**config.mk**
```make
export PLATFORM = sky130hd
export DESIGN_NAME = maxpool_ctrl
export DESIGN_NICKNAME = d
export VERILOG_FILES = /design/src/rtl/maxpool_ctrl.sv
export SDC_FILE = /design/constraint.sdc
export NUM_CORES = 1
export LEC_CHECK = 0
export BUFFER_PORTS_ARGS = -buffer_cell sky130_fd_sc_hd__buf_2
export CORE_UTILIZATION = 45
export CTS_CLUSTER_DIAMETER = 120
export CTS_CLUSTER_SIZE = 40
export DETAILED_ROUTE_END_ITERATION = 12
export GPL_ROUTABILITY_DRIVEN = 1
export PLACE_DENSITY_LB_ADDON = 0.05
export SYNTH_ARGS = -nofsm -noshare
export SYNTH_HDL_FRONTEND = slang
export SYNTH_SLANG_ARGS = --single-unit
```
**constraint.sdc**
```tcl
create_clock -name clk -period 2.9 [get_ports clk]
set_clock_uncertainty 0.1 [all_clocks]
set_input_delay 0.145 -clock clk [delete_from_list [all_inputs] [get_ports clk]]
set_output_delay 0.145 -clock clk [all_outputs]
set_load 0.01 [all_outputs]
```
**src/rtl/maxpool_ctrl.sv**
```systemverilog
// Sequencer for the 2x2 max-pool stage: scans a feature map two rows at a time and
// captures every odd-column pool result. Optional fused ReLU: MAXPOOL_CTRL_RELU_EN.
module maxpool_ctrl #(
    parameter int unsigned BIT_WIDTH = 32,
    parameter int unsigned IN_W      = 28,
    parameter int unsigned IN_H      = 28,
    parameter int unsigned ADDR_W    = 10
) (
    input  logic                 clk,
    input  logic                 rst,
    input  logic                 start,
    output logic                 busy,
    output logic                 done,
    output logic [ADDR_W-1:0]    rd_addr1,
    output logic [ADDR_W-1:0]    rd_addr2,
    input  logic [BIT_WIDTH-1:0] rd_data1,
    input  logic [BIT_WIDTH-1:0] rd_data2,
    output logic                 pool_en,
    output logic [BIT_WIDTH-1:0] pool_in1,
    output logic [BIT_WIDTH-1:0] pool_in2,
    input  logic [BIT_WIDTH-1:0] pool_max,
    output logic                 out_valid,
    output logic [ADDR_W-1:0]    out_addr,
    output logic [BIT_WIDTH-1:0] out_data
);

    localparam int unsigned CW   = (IN_W > 1) ? $clog2(IN_W) : 1;
    localparam int unsigned RW   = (IN_H > 1) ? $clog2(IN_H) : 1;
    localparam int unsigned NOUT = (IN_H / 2) * (IN_W / 2);

    localparam logic [CW-1:0]     C_LAST   = CW'(IN_W - 1);
    localparam logic [RW-1:0]     R_LAST   = RW'(IN_H - 2);
    localparam logic [ADDR_W-1:0] ROW_STEP = ADDR_W'(IN_W);
    localparam logic [ADDR_W-1:0] OUT_LAST = ADDR_W'(NOUT - 1);

    typedef enum logic [1:0] {IDLE, RUN, DRAIN} state_t;

    state_t                state_q, state_d;
    logic [RW-1:0]         r_q, r_d;
    logic [CW-1:0]         c_q, c_d;
    logic [ADDR_W-1:0]     rd_addr1_d, rd_addr2_d;
    logic                  iss_valid_q, iss_valid_d;
    logic                  iss_odd_q, iss_odd_d;
    logic [ADDR_W-1:0]     iss_oaddr_q, iss_oaddr_d;
    logic                  s2_odd_q;
    logic [ADDR_W-1:0]     s2_oaddr_q;
    logic                  s3_valid_q, s3_odd_q;
    logic [ADDR_W-1:0]     s3_oaddr_q;
    logic                  busy_d, done_d, out_valid_d;
    logic [ADDR_W-1:0]     out_addr_d;
    logic [BIT_WIDTH-1:0]  out_data_d;
    logic                  capture;

    // Read data goes straight to the pool unit so it latches in the return cycle
    assign pool_in1 = rd_data1;
    assign pool_in2 = rd_data2;

    always_ff @(posedge clk or negedge rst) begin
        if (!rst) begin
            state_q     <= IDLE;
            r_q         <= '0;
            c_q         <= '0;
            rd_addr1    <= '0;
            rd_addr2    <= ROW_STEP;
            iss_valid_q <= 1'b0;
            iss_odd_q   <= 1'b0;
            iss_oaddr_q <= '0;
            pool_en     <= 1'b0;
            s2_odd_q    <= 1'b0;
            s2_oaddr_q  <= '0;
            s3_valid_q  <= 1'b0;
            s3_odd_q    <= 1'b0;
            s3_oaddr_q  <= '0;
            busy        <= 1'b0;
            done        <= 1'b0;
            out_valid   <= 1'b0;
            out_addr    <= '0;
            out_data    <= '0;
        end else begin
            state_q     <= state_d;
            r_q         <= r_d;
            c_q         <= c_d;
            rd_addr1    <= rd_addr1_d;
            rd_addr2    <= rd_addr2_d;
            iss_valid_q <= iss_valid_d;
            iss_odd_q   <= iss_odd_d;
            iss_oaddr_q <= iss_oaddr_d;
            pool_en     <= iss_valid_q;
            s2_odd_q    <= iss_odd_q;
            s2_oaddr_q  <= iss_oaddr_q;
            s3_valid_q  <= pool_en;
            s3_odd_q    <= s2_odd_q;
            s3_oaddr_q  <= s2_oaddr_q;
            busy        <= busy_d;
            done        <= done_d;
            out_valid   <= out_valid_d;
            out_addr    <= out_addr_d;
            out_data    <= out_data_d;
        end
    end

    // pool_max covers columns c-1 and c here; only odd c closes a 2x2 window
    assign capture = s3_valid_q & s3_odd_q;

    always_comb begin
        state_d     = state_q;
        r_d         = r_q;
        c_d         = c_q;
        rd_addr1_d  = rd_addr1;
        rd_addr2_d  = rd_addr2;
        iss_valid_d = 1'b0;
        iss_odd_d   = iss_odd_q;
        iss_oaddr_d = iss_oaddr_q;
        out_valid_d = 1'b0;
        done_d      = 1'b0;
        out_addr_d  = out_addr;
        out_data_d  = out_data;

        case (state_q)
            IDLE: begin
                if (start) begin
                    state_d     = RUN;
                    r_d         = '0;
                    c_d         = '0;
                    rd_addr1_d  = '0;
                    rd_addr2_d  = ROW_STEP;
                    iss_valid_d = 1'b1;
                    iss_odd_d   = 1'b0;
                    iss_oaddr_d = '0;
                end
            end
            RUN: begin
                if (r_q == R_LAST && c_q == C_LAST) begin
                    state_d = DRAIN;
                end else begin
                    iss_valid_d = 1'b1;
                    iss_odd_d   = ~c_q[0];
                    iss_oaddr_d = iss_oaddr_q + ADDR_W'(c_q[0]);
                    if (c_q == C_LAST) begin
                        // Row-pair wrap skips the lower row already read
                        c_d        = '0;
                        r_d        = r_q + RW'(2);
                        rd_addr1_d = rd_addr1 + ROW_STEP + ADDR_W'(1);
                    end else begin
                        c_d        = c_q + CW'(1);
                        rd_addr1_d = rd_addr1 + ADDR_W'(1);
                    end
                    rd_addr2_d = rd_addr1_d + ROW_STEP;
                end
            end
            DRAIN: begin
                if (done) state_d = IDLE;
            end
            default: state_d = IDLE;
        endcase

        if (capture) begin
            out_valid_d = 1'b1;
            out_addr_d  = s3_oaddr_q;
            done_d      = (s3_oaddr_q == OUT_LAST);
`ifdef MAXPOOL_CTRL_RELU_EN
            out_data_d  = pool_max[BIT_WIDTH-1] ? {BIT_WIDTH{1'b0}} : pool_max;
`else
            out_data_d  = pool_max;
`endif
        end

        busy_d = (state_d != IDLE);
    end

endmodule

```
==> results of run 1 <==
==> worst max-delay path: stages, from the launching register on <==
cell,delay [ps]
dfrtp_1,390
ha_1,270
and4b_2,430
a21oi_1,150
nor4_1,390
o211ai_2,170
o311a_1,370
a211o_1,230
==> through the flow <==
stage | util (%) | hold WS (ps) | total power [mW] | setup slack [ps] | instances
floorplan | - | -250.6 | 3.843 | 478.9 | 444
global placement | 48.42 | -32.55 | 4.448 | 362.4 | 613
detailed placement | 48.42 | -27.83 | 4.490 | 235.7 | 613
CTS | 54.21 | 82.50 | 5.798 | 219.8 | 661
global route | 54.22 | 110.9 | 6.132 | 136.8 | 661
finish | 54.22 | 93.44 | 5.729 | 292.7 | 661
==> worst max path at each step <==
stage / startpoint / to / slack [ps] / cells past startpoint
global route: c_q[1] / rd_addr2[9] / 140 / 7
CTS: c_q[1] / rd_addr2[9] / 220 / 7
floorplan: rd_addr1[0] / rd_addr2[9] / 480 / 7
global placement: c_q[1] / rd_addr2[9] / 360 / 7
finish: c_q[1] / rd_addr2[9] / 290 / 7
detailed placement: c_q[1] / rd_addr2[9] / 240 / 7
==> placed cells by master (no fill, tap or decap), types with 4 or more instances in the layout <==
cell type,count
dfrtp_1,107
buf_2,99
mux2_2,42
nand2_1,33
dlygate4sd3_1,33
nor2_1,22
o21ai_0,20
nand3_1,16
a21oi_1,12
xor2_1,11
buf_4,11
clkbuf_16,9
nand4_1,7
and3_1,6
o31ai_1,6
ha_1,6
inv_1,4
xnor2_1,4
or2_2,4
or3_1,4
a21o_1,4
==> kinds of logic after synthesis <==
group	Yosys count	synth area share, %
flip-flops	110	54.11
multiplexers	44	9.678
buffers and inverters	88	11.74
AO/OA/AOI/OAI	64	8.548
adder cells (fa/ha/maj)	6	1.474
XOR/XNOR	15	2.579
AND/OR/NAND/NOR	117	11.86
==> metal layers <==
metal	vias up	global-route usage [%]	part of all wire, %
met1	1628	25.44	48
met4	0	7.529	2.1
met2	120	27.98	44
met5	-	0	0
met3	39	4.943	6.7
li1	1626	-	-
==> layout make-up <==
type	instances	share of cell area, %
sequential	110	46.49
multi-input combinational	246	29.42
timing repair buffer	144	15.66
clock buffer	10	4.030
tap	140	2.954
clock inverter	5	1.076
inverter	6	0.3798
==> sequential cells by signal, indices dropped and copies added (netlist names), 2 cells and up <==
| signal | flops |
|---|---|
| rd_addr1 | 10 |
| rd_addr2 | 8 |
| c_q | 5 |
| state_q | 2 |
| out_addr | 10 |
| out_data | 32 |
| iss_oaddr_q | 10 |
| s3_oaddr_q | 10 |
| s2_oaddr_q | 10 |
| r_q | 4 |
==> power groups by stage <==
stage          clock (mW)  sequential (mW)  combinational (mW)
3_5_place_dp            0             2.53                1.96
6_report             1.25             2.50                1.98
2_1_floorplan           0             2.60                1.24
3_3_place_gp            0             2.51                1.94
5_1_grt              1.36             2.60                2.18
4_1_cts              1.30             2.50                2.00
==> what timing repair did <==
action                                  4_1_cts  5_1_grt
endpoints found under the setup margin        0        1
hold buffers                                 33        0
endpoints found under the hold margin       106        0
resized for setup                             0        1
==> results.json, run 1 <==
{
  "dieArea_um2": 11750,
  "multi_input_area_um2": 1744,
  "area.growth.synth_to_final_pct": 16.41,
  "setup_viol": 0,
  "min_from": "start",
  "register_area_um2": 2756,
  "peakVddDrop_uv": 394.1,
  "report.final.slew_viol_count": 0,
  "cp.required_ps": 3020,
  "path_max_fanout": 11,
  "crit_type": "reg2reg",
  "synth_top_area_cell": "dfrtp_1",
  "fp.coreArea_um2": 10940,
  "synth_seq_cells": 110,
  "syn-num-nets": 549,
  "avgViaCountPerCell": 5.163,
  "rr_worst_depth": 7,
  "setup_tns_ps": 0,
  "p_leak_nw": 2.804,
  "final_cell_area_um2": 5929,
  "die_y_um": 108.4,
  "grt_pass1_vias": 3351,
  "place_hpwl_um": 7239,
  "p_comb_share_pct": 34.5,
  "power_frac_clock_pct": 21.8,
  "netlist.area_leader.share_pct": 52.57,
  "ys_seq_area_share_pct": 54.11,
  "synth-main-ff-cell": "dfrtp_1",
  "rsz0062_at_grt": "false",
  "end_kind": "register",
  "vias": 3413,
  "start_util_pct": 46.58,
  "grt_start_max_net_pins": 55,
  "cts_buffer_depth": 2,
  "cts_made_buffers": 9,
  "drt-initial-drc-count": 138,
  "grt_usage_pct": 18.56,
  "p_int_mw": 3.755,
  "root_buffer": "clkbuf_16",
  "post_cts_buffers": 0,
  "yosysMostFrequentCell": "dfrtp_1",
  "maxCapViolCount": 0,
  "grt_pass1_wl_um": 16730,
  "portBuffers": 100,
  "synth_cell_type_count": 54,
  "synth.avg_cell_area_um2": 11.47,
  "gp_congestion": 0.8697,
  "post_dp_cell_area_um2": 5295,
  "n_fill_cell": 949,
  "ys_warn_count": 0,
  "hp-class": "in2reg",
  "clock_latency_ps": 340,
  "timing.final.crit_share_pct": 89.91,
  "row_count": 38,
  "tightest_slew_ps": 480.0,
  "num_antenna_cells": 0,
  "grt-ovfl-total": 0,
  "cts_tree": "done",
  "wirelength_um": 10670,
  "avgRoutedWirePerCell_um": 16.13,
  "hold_viol_final": 0,
  "worst_r2r_endpoint": "rd_addr2[9]",
  "timing.rr.start": "c_q[1]",
  "die_x_um": 108.4,
  "power.density_nw_per_um2": 966.2,
  "clock.fmax_mhz": 383.5,
  "drc": 0,
  "synth_edf_count": 0,
  "antenna_found_initial": 0,
  "status": "finished, final reports clean",
  "io_pins": 229,
  "min_period_ps": 2607,
  "syn_area_um2": 5094,
  "critPathArrivalTime_ps": 2730,
  "syn_inst": 444,
  "crit_path_start_kind": "register",
  "netlist_top_cells_count": "dfrtp_1 (107), buf_4 (67), mux2_2 (42), nand2_1 (33), nor2_1 (22)",
  "clk_transition_reported_paths_ps": 70,
  "cts_htree_levels": 3,
  "hold_path_depth": 3,
  "ys_top_cells_by_area": "dfrtp_1 (53%), buf_4 (9.9%), mux2_2 (9.3%), nand2_1 (2.4%), o21ai_0 (2.0%)",
  "p_seq_share_pct": 43.7,
  "reg2reg_slack_ps": 290,
  "swShare_pct": 34.46,
  "hold_end": "rd_addr1[2]",
  "drive_gt1_share_pct": 35.32,
  "final_nets": 622,
  "synthArstFlopShare_pct": 100.0,
  "drtAntennaViolNets": 0,
  "slew_headroom_pct": 67.70,
  "drt_first_pass_iters": 4,
  "clkSinkCount": 110,
  "p_sw_mw": 1.974
}
Power figures use the tool's default switching activity.
==> run 2, diff against run 1 <==
--- a/config.mk
+++ b/config.mk
@@ -6,6 +6,7 @@
 export NUM_CORES = 1
 export LEC_CHECK = 0
 export BUFFER_PORTS_ARGS = -buffer_cell sky130_fd_sc_hd__buf_2
+export CORE_MARGIN = 8
 export CORE_UTILIZATION = 45
 export CTS_CLUSTER_DIAMETER = 120
 export CTS_CLUSTER_SIZE = 40
==> run 2 against run 1 <==
  * Final cell count grew 0.45%
  * Combinational power is essentially flat
  * Global-route usage shrank 4.0 points
  * Critical path depth is the same
  * Largest cell class unchanged
  * Largest power group unchanged
  * Highest routed layer unchanged
==> results.json, run 2 (synthesis gave the netlist of run 1 again) <==
{
  "status": "finished, final reports clean",
  "tightest_slew_ps": 589.5,
  "largest_register_ffs": 32,
  "num_antenna_cells": 0,
  "instances_no_fill": 664,
  "portBuffers": 100,
  "cts_htree_levels": 3,
  "antenna_found_initial": 0,
  "grt-ovfl-total": 0,
  "grt_usage_pct": 14.61,
  "rr_worst_depth": 7,
  "crit_path_start_kind": "register",
  "clk_transition_reported_paths_ps": 70,
  "min_from": "start",
  "whs_ps": 126.2,
  "grt_pass1_wl_um": 17570,
  "multi_input_area_um2": 1743,
  "critPathArrivalTime_ps": 2770,
  "dp_cells": 615,
  "fin_util_pct": 52.56,
  "peakVddDrop_uv": 471.2,
  "power.density_nw_per_um2": 961.2,
  "setup_viol": 0,
  "final_cell_area_um2": 5899,
  "n_fill_cell": 995,
  "clock_latency_ps": 340,
  "hold_viol_final": 0,
  "drive_gt1_share_pct": 35.12,
  "avgViaCountPerCell": 5.133,
  "hold_path_depth": 3,
  "drtAntennaViolNets": 0,
  "grt_start_max_net_pins": 47,
  "drc": 0,
  "cts_tree": "done",
  "gp_congestion": 0.8865,
  "wirelength_um": 11110,
  "cp.required_ps": 3020,
  "slew_headroom_pct": 60.70,
  "ctsResizeCount": 0,
  "clock.fmax_mhz": 378.2,
  "area.growth.synth_to_final_pct": 15.82,
  "hold_end": "rd_addr1[2]",
  "end_kind": "register",
  "path_max_fanout": 8,
  "dieArea_um2": 14980,
  "cts_made_buffers": 9,
  "post_dp_cell_area_um2": 5279,
  "mostFrequentLayoutCell": "dfrtp_1",
  "report.final.slew_viol_count": 0,
  "drt_first_pass_iters": 4,
  "regMostFlops": "out_data",
  "io_pins": 229,
  "register_area_um2": 2756,
  "setup_tns_ps": 0,
  "cts_buffer_depth": 2,
  "maxCapViolCount": 0,
  "grt_pass1_vias": 3399,
  "reg2reg_slack_ps": 260,
  "worst_r2r_endpoint": "rd_addr2[9]",
  "timing.rr.start": "c_q[0]",
  "timing.final.crit_share_pct": 91.18,
  "hp-class": "in2reg",
  "place_hpwl_um": 7986,
  "die_y_um": 122.4,
  "final_cell_mix": "dfrtp_1 (107), buf_2 (99), mux2_2 (42), nand2_1 (33), dlygate4sd3_1 (33)",
  "clkSinkCount": 110,
  "rsz0062_at_grt": "false",
  "root_buffer": "clkbuf_16",
  "min_period_ps": 2644,
  "vias": 3408,
  "die_x_um": 122.4,
  "start_util_pct": 45.38,
  "crit_type": "reg2reg",
  "final_nets": 621,
  "drt-initial-drc-count": 136,
  "avgRoutedWirePerCell_um": 16.74,
  "row_count": 39,
  "p_leak_nw": 2.790,
  "fp.coreArea_um2": 11220
}
-- run 2: cell types whose count changed in the layout (fill, tap and decap cells not counted), sizes merged --
cell	change
bufinv	-1
buf	-1
clkinv	+2
-- run 2: per-layer routing --
layer / GRT usage (%) / routed length (µm) / vias up
li1: - / - / 1630
met1: 17.80 / 4621 / 1616
met2: 23.81 / 5289 / 140
met3: 4.830 / 1009 / 22
met4: 5.255 / 194 / 0
met5: 0 / 0 / -
-- run 2: timing repair --
action,in CTS,in global routing
setup endpoints to repair,0,0
hold buffers,33,0
setup buffers,0,0
hold endpoints to repair,76,0
-- run 2: worst max-delay path by stage --
| stage | from | to | slack, ps |
|---|---|---|---|
| after floorplan | rd_addr1[0] | rd_addr2[9] | 480 |
| after global placement | c_q[0] | rd_addr2[9] | 300 |
| after detailed placement | c_q[0] | rd_addr2[9] | 270 |
| after CTS | c_q[0] | rd_addr2[9] | 260 |
| after global routing | c_q[0] | rd_addr2[9] | 40 |
| final | c_q[0] | rd_addr2[9] | 260 |
-- run 2: report_power, final --
group	switching, mW	internal, mW	total (mW)
Sequential	0.410	2.10	2.51
Combinational	1.03	0.953	1.98
Clock	0.561	0.620	1.18
-- run 2: area by class of cell --
cell class / count / area share, %
clock buffer: 10 / 4.051
clock inverter: 6 / 0.8696
inverter: 6 / 0.3818
multi-input combinational: 246 / 29.54
sequential: 110 / 46.72
tap: 143 / 3.033
timing repair buffer: 143 / 15.40
-- run 2: worst max-delay path: stages, from the launching register on --
cell      delay (ps)
dfrtp_1          440
ha_1             290
and4b_1          410
a21oi_1          190
o211ai_2         290
o211ai_2         180
o311a_1          380
a211o_1          240
-- run 2: metrics by stage --
| stage | power [mW] | setup WS [ps] |
|---|---|---|
| after global routing | 6.065 | 41.35 |
| after CTS | 5.755 | 261.6 |
| final | 5.671 | 255.8 |
| after detailed placement | 4.520 | 273.6 |
| after floorplan | 3.843 | 478.9 |
| after global placement | 4.500 | 301.6 |
